--- config.mk ---
export PLATFORM = sky130hd
export DESIGN_NAME = uart_rx
export DESIGN_NICKNAME = d
export VERILOG_FILES = /design/src/rtl/uart_pkg.sv /design/src/rtl/uart_rx_sampler.sv /design/src/rtl/uart_rx.sv
export SDC_FILE = /design/constraint.sdc
export NUM_CORES = 1
export LEC_CHECK = 0
export BUFFER_PORTS_ARGS = -buffer_cell sky130_fd_sc_hd__buf_4
export CAP_MARGIN = 40
export CORE_UTILIZATION = 58
export CTS_CLUSTER_SIZE = 12
export DETAILED_ROUTE_END_ITERATION = 10
export PLACE_DENSITY = 0.78
export SKIP_CTS_REPAIR_TIMING = 1
export SYNTH_ARGS = -nofsm -noshare
export SYNTH_HDL_FRONTEND = slang
export SYNTH_SLANG_ARGS = --single-unit
--- constraint.sdc ---
create_clock -name clk -period 2.4 [get_ports clk]
set_clock_uncertainty 0.05 [all_clocks]
set_input_delay 0.24 -clock clk [delete_from_list [all_inputs] [get_ports clk]]
set_output_delay 0.24 -clock clk [all_outputs]
set_load 0.05 [all_outputs]
--- src/rtl/uart_pkg.sv ---
// uart_pkg: definitions shared by the UART receiver and transmitter.
//   rx_state_e  - receiver FSM state encoding (also exported on the debug port)
//   parity_bit  - the parity bit a transmitter appends to a data word
//                 (data is zero-extended to MAX_DATA_WIDTH; even=1 selects even parity)
package uart_pkg;

  localparam int unsigned MAX_DATA_WIDTH = 9;

  typedef enum logic [2:0] {
    IDLE  = 3'd0,
    START = 3'd1,
    DATA  = 3'd2,
    PAR   = 3'd3,
    STOP  = 3'd4
  } rx_state_e;

  // Even parity: bit makes the total count of ones even. Odd parity: total odd.
  function automatic logic parity_bit(input logic [MAX_DATA_WIDTH-1:0] data,
                                      input logic                      even);
    return even ? (^data) : ~(^data);
  endfunction

endpackage

--- src/rtl/uart_rx_sampler.sv ---
// uart_rx_sampler: line front end for uart_rx.
//   clk, rst    - clock, asynchronous active-low reset
//   rx          - raw asynchronous serial line (idle high)
//   restart     - current cycle is phase 0 of a new start bit; realigns the phase counter
//   run         - receiver is inside a frame; phase counter and vote advance
//   fall        - falling edge seen on the synchronized line
//   bit_valid   - one-cycle pulse when a bit has been decided
//   bit_value   - majority-voted value, valid with bit_valid
//   rx_sync     - synchronized line level (only with UART_RX_BREAK_DET_EN)
module uart_rx_sampler #(
  parameter int PRESCALER       = 16,
  parameter int LATCH_TOLERANCE = 2
) (
  input  logic clk,
  input  logic rst,
  input  logic rx,
  input  logic restart,
  input  logic run,
  output logic fall,
`ifdef UART_RX_BREAK_DET_EN
  output logic rx_sync,
`endif
  output logic bit_valid,
  output logic bit_value
);

  localparam int PW = $clog2(PRESCALER);
  localparam int VW = $clog2(2 * LATCH_TOLERANCE + 2);
  localparam logic [PW-1:0] WIN_LO = PW'(PRESCALER / 2 - LATCH_TOLERANCE);
  localparam logic [PW-1:0] WIN_HI = PW'(PRESCALER / 2 + LATCH_TOLERANCE);
  localparam logic [PW-1:0] LAST   = PW'(PRESCALER - 1);

  logic          meta_q, sync_q, prev_q;
  logic [PW-1:0] phase_q, phase_d;
  logic [VW-1:0] ones_q, ones_d, ones_now;
  logic          in_win;

  always_ff @(posedge clk or negedge rst) begin
    if (!rst) begin
      meta_q  <= 1'b1;
      sync_q  <= 1'b1;
      prev_q  <= 1'b1;
      phase_q <= '0;
      ones_q  <= '0;
    end else begin
      meta_q  <= rx;
      sync_q  <= meta_q;
      prev_q  <= sync_q;
      phase_q <= phase_d;
      ones_q  <= ones_d;
    end
  end

  assign fall   = prev_q & ~sync_q;
  assign in_win = (phase_q >= WIN_LO) && (phase_q <= WIN_HI);
  // The sample on the decision cycle itself is part of the vote.
  assign ones_now  = in_win ? (ones_q + VW'(sync_q)) : ones_q;
  assign bit_valid = run && !restart && (phase_q == WIN_HI);
  assign bit_value = (ones_now > VW'(LATCH_TOLERANCE));
`ifdef UART_RX_BREAK_DET_EN
  assign rx_sync = sync_q;
`endif

  always_comb begin
    phase_d = phase_q;
    ones_d  = ones_q;
    if (restart) begin
      // The edge cycle is phase 0, so the next cycle is phase 1.
      phase_d = PW'(1);
      ones_d  = '0;
    end else if (run) begin
      phase_d = (phase_q == LAST) ? '0 : phase_q + PW'(1);
      ones_d  = (phase_q == LAST) ? '0 : ones_now;
    end
  end

endmodule

--- src/rtl/uart_rx.sv ---
// uart_rx: UART receiver with majority-vote bit sampling.
//   clk, rst   - clock, asynchronous active-low reset
//   rx         - serial line, idle high, LSB first
//   rxd        - last received word
//   rxv        - one-cycle pulse when rxd/perr/ferr are updated
//   perr/ferr  - parity / framing error of that word, qualified by rxv
//   brk        - break (all bits 0) flag pulsed with rxv; present only when
//                UART_RX_BREAK_DET_EN is defined
//   busy       - receiver is inside a frame
//   state_dbg  - current FSM state
// Handshake: rxv is a valid-only strobe; there is no ready, a new frame
// simply overwrites rxd.
module uart_rx
  import uart_pkg::*;
#(
  parameter int DATA_WIDTH      = 8,
  parameter int STOP_BITS       = 1,
  parameter int PARITY          = 1,
  parameter int EVEN            = 0,
  parameter int PRESCALER       = 16,
  parameter int LATCH_TOLERANCE = 2
) (
  input  logic                  clk,
  input  logic                  rst,
  input  logic                  rx,
  output logic [DATA_WIDTH-1:0] rxd,
  output logic                  rxv,
  output logic                  perr,
  output logic                  ferr,
`ifdef UART_RX_BREAK_DET_EN
  output logic                  brk,
`endif
  output logic                  busy,
  output rx_state_e             state_dbg
);

  rx_state_e             state_q, state_d;
  logic [3:0]            cnt_q, cnt_d;
  logic [DATA_WIDTH-1:0] data_q, data_d, rxd_q, rxd_d;
  logic                  pe_q, pe_d, fe_q, fe_d;
  logic                  rxv_q, rxv_d, perr_q, perr_d, ferr_q, ferr_d;
  logic                  restart, run, fall, bit_valid, bit_value, hold;
  logic [MAX_DATA_WIDTH-1:0] data_ext;

`ifdef UART_RX_BREAK_DET_EN
  localparam int PW = $clog2(PRESCALER);
  logic          rx_sync;
  logic          zero_q, zero_d, brk_q, brk_d, hold_q, hold_d;
  logic [PW-1:0] hicnt_q, hicnt_d;
`endif

  assign run      = (state_q != IDLE);
  assign data_ext = MAX_DATA_WIDTH'(data_q);

  uart_rx_sampler #(
    .PRESCALER      (PRESCALER),
    .LATCH_TOLERANCE(LATCH_TOLERANCE)
  ) u_sampler (
    .clk      (clk),
    .rst      (rst),
    .rx       (rx),
    .restart  (restart),
    .run      (run),
    .fall     (fall),
`ifdef UART_RX_BREAK_DET_EN
    .rx_sync  (rx_sync),
`endif
    .bit_valid(bit_valid),
    .bit_value(bit_value)
  );

  always_ff @(posedge clk or negedge rst) begin
    if (!rst) begin
      state_q <= IDLE;
      cnt_q   <= '0;
      data_q  <= '0;
      pe_q    <= 1'b0;
      fe_q    <= 1'b0;
      rxd_q   <= '0;
      rxv_q   <= 1'b0;
      perr_q  <= 1'b0;
      ferr_q  <= 1'b0;
    end else begin
      state_q <= state_d;
      cnt_q   <= cnt_d;
      data_q  <= data_d;
      pe_q    <= pe_d;
      fe_q    <= fe_d;
      rxd_q   <= rxd_d;
      rxv_q   <= rxv_d;
      perr_q  <= perr_d;
      ferr_q  <= ferr_d;
    end
  end

  always_comb begin
    state_d = state_q;
    cnt_d   = cnt_q;
    data_d  = data_q;
    pe_d    = pe_q;
    fe_d    = fe_q;
    rxd_d   = rxd_q;
    rxv_d   = 1'b0;
    perr_d  = perr_q;
    ferr_d  = ferr_q;
    restart = 1'b0;
    case (state_q)
      IDLE: begin
        if (fall && !hold) begin
          state_d = START;
          cnt_d   = '0;
          pe_d    = 1'b0;
          fe_d    = 1'b0;
          restart = 1'b1;
        end
      end
      START: begin
        if (bit_valid) begin
          // A start bit that votes high was a glitch: drop it silently.
          state_d = bit_value ? IDLE : DATA;
          cnt_d   = '0;
        end
      end
      DATA: begin
        if (bit_valid) begin
          data_d = {bit_value, data_q[DATA_WIDTH-1:1]};
          cnt_d  = cnt_q + 4'd1;
          if (cnt_q == 4'(DATA_WIDTH - 1)) begin
            cnt_d   = '0;
            state_d = (PARITY != 0) ? PAR : STOP;
          end
        end
      end
      PAR: begin
        if (bit_valid) begin
          pe_d    = (bit_value != parity_bit(data_ext, EVEN != 0));
          state_d = STOP;
        end
      end
      STOP: begin
        if (bit_valid) begin
          fe_d  = fe_q | ~bit_value;
          cnt_d = cnt_q + 4'd1;
          if (cnt_q == 4'(STOP_BITS - 1)) begin
            // Returning to IDLE here, mid stop bit, lets the next start
            // edge of a back-to-back frame be caught.
            state_d = IDLE;
            cnt_d   = '0;
            rxv_d   = 1'b1;
            rxd_d   = data_q;
            perr_d  = pe_q;
            ferr_d  = fe_q | ~bit_value;
          end
        end
      end
      default: state_d = IDLE;
    endcase
  end

`ifdef UART_RX_BREAK_DET_EN
  always_ff @(posedge clk or negedge rst) begin
    if (!rst) begin
      zero_q  <= 1'b0;
      brk_q   <= 1'b0;
      hold_q  <= 1'b0;
      hicnt_q <= '0;
    end else begin
      zero_q  <= zero_d;
      brk_q   <= brk_d;
      hold_q  <= hold_d;
      hicnt_q <= hicnt_d;
    end
  end

  // zero_q tracks "every data/parity/stop bit so far voted 0".
  // After a break, hold_q blocks new frames until the line has been
  // high for a full bit time.
  always_comb begin
    zero_d  = zero_q;
    brk_d   = 1'b0;
    hold_d  = hold_q;
    hicnt_d = hicnt_q;
    if (restart) zero_d = 1'b1;
    if (bit_valid && (state_q == DATA || state_q == PAR || state_q == STOP))
      zero_d = zero_q & ~bit_value;
    if (rxv_d) begin
      brk_d   = zero_q & ~bit_value;
      hold_d  = zero_q & ~bit_value;
      hicnt_d = '0;
    end else if (hold_q && state_q == IDLE) begin
      hicnt_d = rx_sync ? hicnt_q + PW'(1) : '0;
      if (rx_sync && hicnt_q == PW'(PRESCALER - 1)) hold_d = 1'b0;
    end
  end

  assign hold = hold_q;
  assign brk  = brk_q;
`else
  assign hold = 1'b0;
`endif

  assign rxd       = rxd_q;
  assign rxv       = rxv_q;
  assign perr      = perr_q;
  assign ferr      = ferr_q;
  assign busy      = (state_q != IDLE);
  assign state_dbg = state_q;

endmodule

==> impl_metrics.tcl <==
set metrics [dict create \
    die_x_um 59.2 \
    htree_levels 2 \
    gp_congestion 0.820 \
    grt_usage_pct 21.8 \
    finalCritPeriodShare_pct 83.7 \
    status "complete, no violations" \
    overflow 0 \
    leakagePower_nw 1.04 \
    worstSetupStartpointType "flop" \
    hold_depth 0 \
    die-area_sq_mm 0.00351 \
    start_util_pct 61.7 \
    ys_ff_latch 38 \
    dp.cells 224 \
    clock_latency_ns 0.34 \
    rsz0062_at_grt "false" \
    wl_per_cell_um 14.4 \
    dpl.hpwl_mm 2.42 \
    netlist.area_leader.share_pct 46.1 \
    drcViolationCount 0 \
    grt_max_degree 39 \
    routed_wl_mm 3.35 \
    ctsLongestPathBuffers 2 \
    path_class "reg -> reg" \
    r2r-start "cnt_q[0]" \
    cts_tree "built" \
    cts_buffers 5 \
    min_path_type "reg -> reg" \
    endpoint_kind "flop" \
    cts_root_buf "clkbuf_4" \
    drive_above_1_share_pct 27.0 \
    hold_violations 0 \
    synth_area_leader_cell "dfrtp_1" \
    first_pass_iters 4 \
    rr_worst_depth 7 \
    slew_headroom_pct 67.9 \
    synth-main-ff-cell "dfrtp_1" \
    ant_nets 0 \
    drtIter0Drc 78 \
    slew_viol_final 0 \
    tightest_slew_ns 0.479 \
    hold_path.startpoint "u_sampler.meta_q" \
    die_h_um 59.2 \
    final_area_sq_mm 0.00212 \
    via_per_inst 5.67 \
    vdd_ir_drop_max_v 0.000474 \
    min_to "u_sampler.sync_q" \
    synthesis.area_sq_mm 0.00190 \
    area_delta_synth_final_pct 11.5 \
    ios 18 \
    ys_async_sr_fraction_pct 100 \
    core_sq_mm 0.00308 \
    synth_area_per_cell_sq_um 11.4 \
    clock_sinks 38 \
    dpl_cell_area_sq_mm 0.00205 \
    grt_pass1_wl_mm 5.68 \
    ys_types 39 \
    final_cell_mix "dfrtp_1, buf_4, nand2_1" \
    fill_cells 226 \
    yosysWarnings 0 \
    fin_nets 198 \
    worstPathMaxFanout 4 \
    layout_commonest_cell "dfrtp_1" \
    crit_arrival_ns 2.24 \
    io_buffer_count 17 \
    rrSetupSlack_ns 0.39 \
    setup_viol 0 \
    setup-tns-final_ns 0 \
    cap_violations 0 \
    reg2reg_to "state_dbg[1]" \
    synth_nets 176 \
    worst-endpoint-required_ns 2.63 \
    rows 20 \
    clk_pin_slew_ns 0.11 \
    yosys-top-cells-area "dfrtp_1, mux2_2, mux2_4, dfstp_2, ha_1" \
    antenna_found_initial 0 \
    synth_edf_count 0 \
    fin_cells 233 \
    n_antenna_cell 0 \
    power.density_mw_per_mm2 908 \
    grt_pass1_vias 1277 \
    fin_crit_ns 2.01 \
    vias 1321 \
    timing.fmax_mhz 498 \
    yosysSeqAreaShare_pct 50.3 \
    hold_ws_ns 0.310 \
    synthCells 167 \
]
sequential cells by signal, indices dropped and copies added, names as in the netlist, 3 cells and up:
register and flops:
cnt_q 4, data_q 8, rxd 8, state_dbg 3
u_sampler.ones_q 3, u_sampler.phase_q 4
cell usage after synthesis (4+ instances only):
master,count
inv_1,6
o21ai_0,13
xnor2_1,7
dfrtp_1,35
mux2_4,7
mux2_2,10
nor2_1,9
nor2b_1,4
a21oi_1,8
nand3_1,4
nand2_1,14
ha_1,6
how the worst max path moves through the flow:
stage / depth (start not counted) / slack, ns / endpoint / start
2_1_floorplan: 7 / 0.36 / cnt_q[2] / state_dbg[2]
3_3_place_gp: 7 / 0.46 / pe_q / u_sampler.phase_q[0]
3_5_place_dp: 7 / 0.40 / state_dbg[1] / cnt_q[0]
4_1_cts: 7 / 0.37 / state_dbg[1] / cnt_q[0]
5_1_grt: 7 / 0.25 / state_dbg[1] / cnt_q[0]
6_report: 7 / 0.39 / state_dbg[1] / cnt_q[0]
critical path, cell delays in order, from the launching register on:
cell,delay (ns)
dfrtp_1,0.43
inv_1,0.09
ha_1,0.14
or3b_1,0.39
a32oi_1,0.36
o211a_1,0.28
a32oi_1,0.12
nor2_1,0.10
cells by family after synthesis:
| group | Yosys count | synth area share, % |
|---|---|---|
| buffers and inverters | 12 | 3.49 |
| DFF | 38 | 50.3 |
| muxes | 20 | 13.0 |
| AOI/OAI and AO/OA | 35 | 11.5 |
| xor gates and xnor gates | 10 | 4.61 |
| adders and majority gates | 6 | 3.95 |
| and+or+nand+nor | 46 | 13.2 |
layout make-up:
| type | count | area [sq um] | share of cell area [%] |
|---|---|---|---|
| clock buffer | 5 | 37.5 | 1.77 |
| tap | 44 | 55.1 | 2.60 |
| timing repair buffer | 20 | 155 | 7.33 |
| clock inverter | 2 | 10.0 | 0.473 |
| sequential | 38 | 955 | 45.1 |
| inverter | 7 | 26.3 | 1.24 |
| multi-input combinational | 117 | 878 | 41.5 |
layer usage:
metal / routed length, um / global-route usage [%] / vias up
met5: 0 / 0 / -
met4: 34 / 6.80 / 0
met3: 125 / 5.90 / 5
met2: 1590 / 33.7 / 33
met1: 1610 / 29.8 / 647
li1: - / - / 636
through the flow:
stage,power (mW),util [%],setup WS [ns]
global route,2.07,68.8,0.250
global placement,1.59,66.6,0.462
CTS,1.93,68.1,0.366
finish,1.92,68.8,0.391
detailed placement,1.63,66.6,0.405
floorplan,1.45,-,0.360
power by group:
part	switching [mW]	internal [mW]	leakage [nW]
Clock	0.195	0.105	0.0308
Sequential	0.142	0.731	0.509
Combinational	0.483	0.265	0.503
Total	0.820	1.10	1.04
No activity file was read; power rests on OpenSTA's default activity.
